--- config.mk ---
export PLATFORM = sky130hd
export DESIGN_NAME = cmd_script_engine
export DESIGN_NICKNAME = d
export VERILOG_FILES = /design/src/rtl/cmd_script_engine.sv
export SDC_FILE = /design/constraint.sdc
export NUM_CORES = 1
export LEC_CHECK = 0
export CAP_MARGIN = 20
export CORE_UTILIZATION = 47
export DETAILED_ROUTE_END_ITERATION = 10
export GPL_ROUTABILITY_DRIVEN = 0
export MAX_ROUTING_LAYER = met4
export PLACE_DENSITY = 0.66
export SLEW_MARGIN = 5
export SYNTH_ARGS = -nofsm -noshare
export SYNTH_HDL_FRONTEND = slang
export SYNTH_SLANG_ARGS = --single-unit
--- constraint.sdc ---
create_clock -name clk -period 4.8 [get_ports clk]
set_input_delay 0.48 -clock clk [delete_from_list [all_inputs] [get_ports clk]]
set_output_delay 0.48 -clock clk [all_outputs]
set_load 0.03 [all_outputs]
--- src/rtl/cmd_script_engine.sv ---
// cmd_script_engine
//   Replays a small script of commands to a remote-command transmitter and
//   optionally checks a one-byte response for each command. The engine keeps
//   match/mismatch statistics, records the first failing entry, and flags
//   timeouts. A bench or host loads the script once and can replay it many
//   times; the engine also works as an on-FPGA self-test driver.
//
// Ports
//   clk, rst          rising-edge clock, synchronous active-high reset
//   ld_vld/ld_cmd/ld_exp/ld_chk/ld_rdy
//                     script load port, one entry per accepted cycle
//   clr_q             empty the script (ignored while running)
//   start             run every queued entry from index 0
//   stop_on_mis       abort the run on the first response mismatch
//   cmd, send_cmd     command to transmitter and its one-cycle strobe
//   cmd_sent          transmit done (its rising edge is the event)
//   resp, resp_rdy    received response byte and its level valid
//   clr_resp          one-cycle response clear
//   busy, done        run in progress / one-cycle end-of-run pulse
//   pass_cnt, fail_cnt, err_to, err_mis, fail_idx
//                     per-run statistics
//   q_cnt             number of entries currently queued
module cmd_script_engine #(
  parameter int CMD_W   = 16,
  parameter int RESP_W  = 8,
  parameter int DEPTH   = 8,
  parameter int TIMEOUT = 100000,
  parameter int CNT_W   = $clog2(DEPTH + 1)
) (
  input  logic              clk,
  input  logic              rst,
  input  logic              ld_vld,
  input  logic [CMD_W-1:0]  ld_cmd,
  input  logic [RESP_W-1:0] ld_exp,
  input  logic              ld_chk,
  output logic              ld_rdy,
  input  logic              clr_q,
  input  logic              start,
  input  logic              stop_on_mis,
  output logic [CMD_W-1:0]  cmd,
  output logic              send_cmd,
  input  logic              cmd_sent,
  input  logic [RESP_W-1:0] resp,
  input  logic              resp_rdy,
  output logic              clr_resp,
  output logic              busy,
  output logic              done,
  output logic [CNT_W-1:0]  pass_cnt,
  output logic [CNT_W-1:0]  fail_cnt,
  output logic              err_to,
  output logic              err_mis,
  output logic [CNT_W-1:0]  fail_idx,
  output logic [CNT_W-1:0]  q_cnt
);

  localparam int AW   = $clog2(DEPTH);
  localparam int TO_W = $clog2(TIMEOUT + 1);

  typedef enum logic [2:0] {
    S_IDLE, S_ISSUE, S_WAIT_SENT, S_WAIT_RESP, S_CLEAR, S_NEXT, S_DONE
  } state_t;

  state_t state, state_nx;

  logic [CMD_W-1:0]  q_cmd [DEPTH];
  logic [RESP_W-1:0] q_exp [DEPTH];
  logic [DEPTH-1:0]  q_chk;

  logic [CNT_W-1:0] idx;
  logic [CNT_W-1:0] idx_inc;
  logic [TO_W-1:0]  to_cnt;
  logic             cmd_sent_q;
  logic             mis_q;      // mismatch seen in WAIT_RESP, consumed in CLEAR

  logic sent_evt, to_hit, resp_match, first_err;
  logic in_idle, do_clr, do_start, do_load, waiting;

  assign in_idle    = (state == S_IDLE);
  assign ld_rdy     = in_idle && (q_cnt < CNT_W'(DEPTH)) && !start && !clr_q;
  assign do_clr     = in_idle && clr_q;
  assign do_start   = in_idle && start && !clr_q;
  assign do_load    = ld_vld && ld_rdy;
  // Only a fresh 0->1 transition counts; a level left high from the previous
  // command must not complete the next one.
  assign sent_evt   = cmd_sent && !cmd_sent_q;
  assign to_hit     = (to_cnt == TO_W'(TIMEOUT - 1));
  assign resp_match = (resp == q_exp[idx[AW-1:0]]);
  assign first_err  = !err_to && !err_mis;
  assign idx_inc    = idx + CNT_W'(1);
  assign waiting    = (state == S_WAIT_SENT) || (state == S_WAIT_RESP);

  // NOTE: sequential state uses non-blocking assignments so every register
  // samples pre-edge values, independent of statement order.
  always_ff @(posedge clk) begin
    if (rst) state <= S_IDLE;
    else     state <= state_nx;
  end

  // NOTE: every output of this block gets a default first, so no path can
  // leave a signal unassigned and infer a latch.
  always_comb begin
    state_nx = state;
    send_cmd = 1'b0;
    clr_resp = 1'b0;
    done     = 1'b0;
    busy     = !in_idle;
    case (state)
      S_IDLE:
        if (do_start) state_nx = (q_cnt == '0) ? S_DONE : S_ISSUE;
      S_ISSUE: begin
        send_cmd = 1'b1;
        state_nx = S_WAIT_SENT;
      end
      // The event is tested before expiry so a same-cycle event wins.
      S_WAIT_SENT:
        if (sent_evt)    state_nx = q_chk[idx[AW-1:0]] ? S_WAIT_RESP : S_NEXT;
        else if (to_hit) state_nx = S_DONE;
      S_WAIT_RESP:
        if (resp_rdy)    state_nx = S_CLEAR;
        else if (to_hit) state_nx = S_DONE;
      S_CLEAR: begin
        clr_resp = 1'b1;
        state_nx = (mis_q && stop_on_mis) ? S_DONE : S_NEXT;
      end
      S_NEXT:
        state_nx = (idx_inc == q_cnt) ? S_DONE : S_ISSUE;
      S_DONE: begin
        done     = 1'b1;
        state_nx = S_IDLE;
      end
      default: state_nx = S_IDLE;
    endcase
  end

  // NOTE: the script storage has no reset; q_cnt alone decides which
  // entries are valid, so clearing the array would only cost logic.
  always_ff @(posedge clk) begin
    if (do_load) begin
      q_cmd[q_cnt[AW-1:0]] <= ld_cmd;
      q_exp[q_cnt[AW-1:0]] <= ld_exp;
      q_chk[q_cnt[AW-1:0]] <= ld_chk;
    end
  end

  always_ff @(posedge clk) begin
    if (rst) begin
      q_cnt      <= '0;
      cmd        <= '0;
      idx        <= '0;
      to_cnt     <= '0;
      cmd_sent_q <= 1'b0;
      mis_q      <= 1'b0;
      pass_cnt   <= '0;
      fail_cnt   <= '0;
      err_to     <= 1'b0;
      err_mis    <= 1'b0;
      fail_idx   <= '0;
    end else begin
      cmd_sent_q <= cmd_sent;
      // Counts only while staying in a wait state; any exit clears it.
      if (waiting && state_nx == state) to_cnt <= to_cnt + TO_W'(1);
      else                              to_cnt <= '0;

      case (state)
        S_IDLE:
          if (do_clr) begin
            q_cnt <= '0;
          end else if (do_start) begin
            pass_cnt <= '0;
            fail_cnt <= '0;
            err_to   <= 1'b0;
            err_mis  <= 1'b0;
            fail_idx <= '0;
            idx      <= '0;
            // cmd is loaded on entry to ISSUE so it is valid with send_cmd.
            if (q_cnt != '0) cmd <= q_cmd[0];
          end else if (do_load) begin
            q_cnt <= q_cnt + CNT_W'(1);
          end
        S_WAIT_SENT:
          if (!sent_evt && to_hit) begin
            err_to <= 1'b1;
            if (first_err) fail_idx <= idx;
          end
        S_WAIT_RESP:
          if (resp_rdy) begin
            mis_q <= !resp_match;
            if (resp_match) begin
              pass_cnt <= pass_cnt + CNT_W'(1);
            end else begin
              fail_cnt <= fail_cnt + CNT_W'(1);
              err_mis  <= 1'b1;
              if (first_err) fail_idx <= idx;
            end
          end else if (to_hit) begin
            err_to <= 1'b1;
            if (first_err) fail_idx <= idx;
          end
        S_NEXT: begin
          idx <= idx_inc;
          if (idx_inc != q_cnt) cmd <= q_cmd[idx_inc[AW-1:0]];
        end
        default: ;
      endcase
    end
  end

endmodule

==> summary.md <==
| Metric | Value |
|---|---|
| Clk Latency, worst-skew pair | `0.53 ns` |
| Initial antenna violation count | `1` |
| Starting DRT DRC Count | `361` |
| Top Ports | `80` |
| First-pass GRT wire length | `34,600 microns` |
| Post-Place Worst Slack | `1.55 ns` |
| Fraction of registers with async set/reset | `0%` |
| Synth warn | `0` |
| Critical-path top delay cell | `clkdlybuf4s50_1` |
| Via count | `6,155` |
| Port bufs | `79` |
| Final setup viols | `0` |
| Vias in the first global route | `6,297` |
| Max-cap check violation count | `0` |
| Post-synth top cells | `edfxtp_1 (200), nand2_1 (64), dfxtp_1 (63)` |
| Share of the synthesized area in the top cell type | `56.1%` |
| Synth area leader | `edfxtp_1` |
| Area after detailed placement | `11,800 sq um` |
| Setup Skew | `0.00527 ns` |
| Crit path cell chain | `nor3_2 > inv_1 > nor4_1 > clkdlybuf4s50_1` |
| Synthesis-to-finish area growth | `19.7%` |
| Post-CTS resize count | `0` |
| H-tree lvl count | `1` |
| Kind of critical path | `register to output pin` |
| RSZ-0062 raised after global routing | `false` |
| Power Density | `410 nW/um^2` |
| Setup_tns | `0 ns` |
| Worst slew margin | `28.8%` |
| Max FO, Critical Path | `12` |
| Slew Limit Fails | `0` |
| CTS tree | `done` |
| Final Hold Viols | `0` |
| Global Route Usage Sum | `19.7%` |
| Share of post-route cells with drive strength above 1 | `14.7%` |
| Sequential fraction of the synthesis area | `67.9%` |
| Ys flop type | `edfxtp_1` |
| Setup Buffers After CTS | `0` |
| Hold Crit Class | `register to register` |
| Worst path bufs/invs | `2` |
| Rows | `54` |
| WHS | `0.448 ns` |
| Synthesized area | `10,700 sq um` |
| Total die area | `23,400 sq um` |
| Pwr Total | `5.25 mW` |
| Hold-fix buffers, CTS | `0` |
| Crit start category | `register` |
| Initial DRT Pass Iterations | `4` |
| Critical Path RT | `4.32 ns` |
| DRC Markers | `0` |
| Final period util | `71.1%` |
| Chip width | `153 microns` |
| Syn avg cell area | `15.5 sq um` |
| Nets | `826` |
| Crit path max-delay family | `simple AND/OR/NAND/NOR gates` |
| Highest clock rate | `293 MHz` |
| CTS Buf Count | `28` |
| Post-route design area | `12,800 sq um` |
| Cell variety after synth | `59` |
| Crit. End Element | `output pin` |
| Pleak | `3.99 nW` |
| Root buffer cell | `clkbuf_16` |
| CP max stage delay | `0.78 ns` |
| Worst-path clk slew | `0.06 ns` |
| Largest net degree at the start of global routing | `37` |
| Cell with the most instances after synthesis | `edfxtp_1` |
| Final wirelength | `22,000 microns` |
| Top post-synthesis cells by area | `edfxtp_1 (56%), dfxtp_1 (12%), mux4_2 (8.2%)` |
| EDFF count, synth | `200` |
| Post-Syn Instances | `689` |
| Starting density of the core | `48.4%` |
| Status | `completed` |
| Syn Nets | `736` |
| Period minus WS final | `3.41 ns` |
| Worst-Margin Slew | `1.07 ns` |
| Routed len/inst | `20.3 microns` |
| Clk sinks | `263` |
| Clock Path Buffers | `3` |
| Worst Setup Slack, final | `1.39 ns` |
| Final ANT Viol Nets | `0` |
| Core Area | `22,100 sq um` |
| #FFs+latches synth | `263` |
| Die Ht | `153 microns` |
| HPWL Detailed | `13,300 microns` |
| Global route overflow | `0` |
| WP data arrival | `2.93 ns` |
| Worst VDD drop | `0.294 mV` |
| Routed vias/inst | `5.69` |
==> per-stage QoR <==
step,util (%),std cells
floorplan,-,689
global placement,53.4,1029
detailed placement,53.4,1029
CTS,58.0,1081
global route,58.0,1082
finish,58.0,1082
==> kinds of logic after synthesis <==
group	after synthesis	share of synthesized area, %
buf+inv	43	2.04
mux	84	13.5
flops	263	67.9
xor+xnor	29	2.57
fa+ha+maj	6	0.702
simple gates	181	8.15
compound gates	83	5.11
==> placed cells by master (no fill, tap or decap), types with 5 or more instances in the layout <==
cell and n:
edfxtp_1 200, clkdlybuf4s50_1 79, nand2_1 64, dfxtp_1 62, mux4_2 39, nor2_1 38
mux2i_1 37, a21oi_1 31, clkbuf_16 29, o211ai_1 18, nand3_1 18, xor2_1 18
buf_4 14, inv_1 10, nor2b_1 9, nand2b_1 9, xnor2_1 9, mux4_1 7
and3_1 6, o21ai_0 6, nor2_2 6, ha_1 6, bufinv_16 6, nor3_1 5
a31oi_1 5, and2_1 5, clkinv_2 5
==> sequential cells by signal, indices dropped and copies added, names as in the netlist, named ones only <==
register / flops
cmd_sent_q: 1
to_cnt: 17
state: 3
pass_cnt: 4
fail_idx: 4
cmd: 16
mis_q: 1
idx: 4
fail_cnt: 4
err_to: 1
q_cmd: 128
q_exp: 64
q_chk: 8
err_mis: 1
q_cnt: 4
==> path summary, 6_finish.rpt <==
check	startpoint	endpoint	slack (ns)	depth (start not counted)
worst min-delay path	cmd[15]	cmd[15]	0.45	2
worst max register to register	register	pass_cnt[3]	1.61	7
worst min register to register	cmd[15]	cmd[15]	0.45	2
worst max-delay path	state[1]	ld_rdy	1.39	4
==> layer usage <==
layer / up-vias / wire length (microns) / track usage [%]
met5: - / 0 / -
met3: 27 / 1280 / 3.29
met1: 3109 / 9180 / 24.8
met4: 0 / 308 / 4.71
met2: 173 / 11200 / 33.6
li1: 2846 / - / -
==> cell type report <==
type                       instances  area, sq um
clock buffer                      34          764
clock inverter                    18          249
timing repair buffer              93          896
tap                              280          350
antenna                            1         2.50
multi-input combinational        383         3240
fill                            1636         9280
inverter                          10         37.5
sequential                       263         7270
==> tightest hold or removal path: cells and delay by family, from the launching register on <==
| family | cells | cell delay [ns] |
|---|---|---|
| and+or+nand+nor | 1 | 0.05 |
| AOI/OAI and AO/OA | 1 | 0.05 |
| DFF | 1 | 0.31 |
==> where the power goes <==
group / total, mW / switching [mW] / internal [mW]
registers: 2.53 / 0.0456 / 2.49
clock network: 2.31 / 0.854 / 1.45
logic: 0.414 / 0.247 / 0.167
total: 5.25 / 1.15 / 4.11
Power figures use the tool's default switching activity.
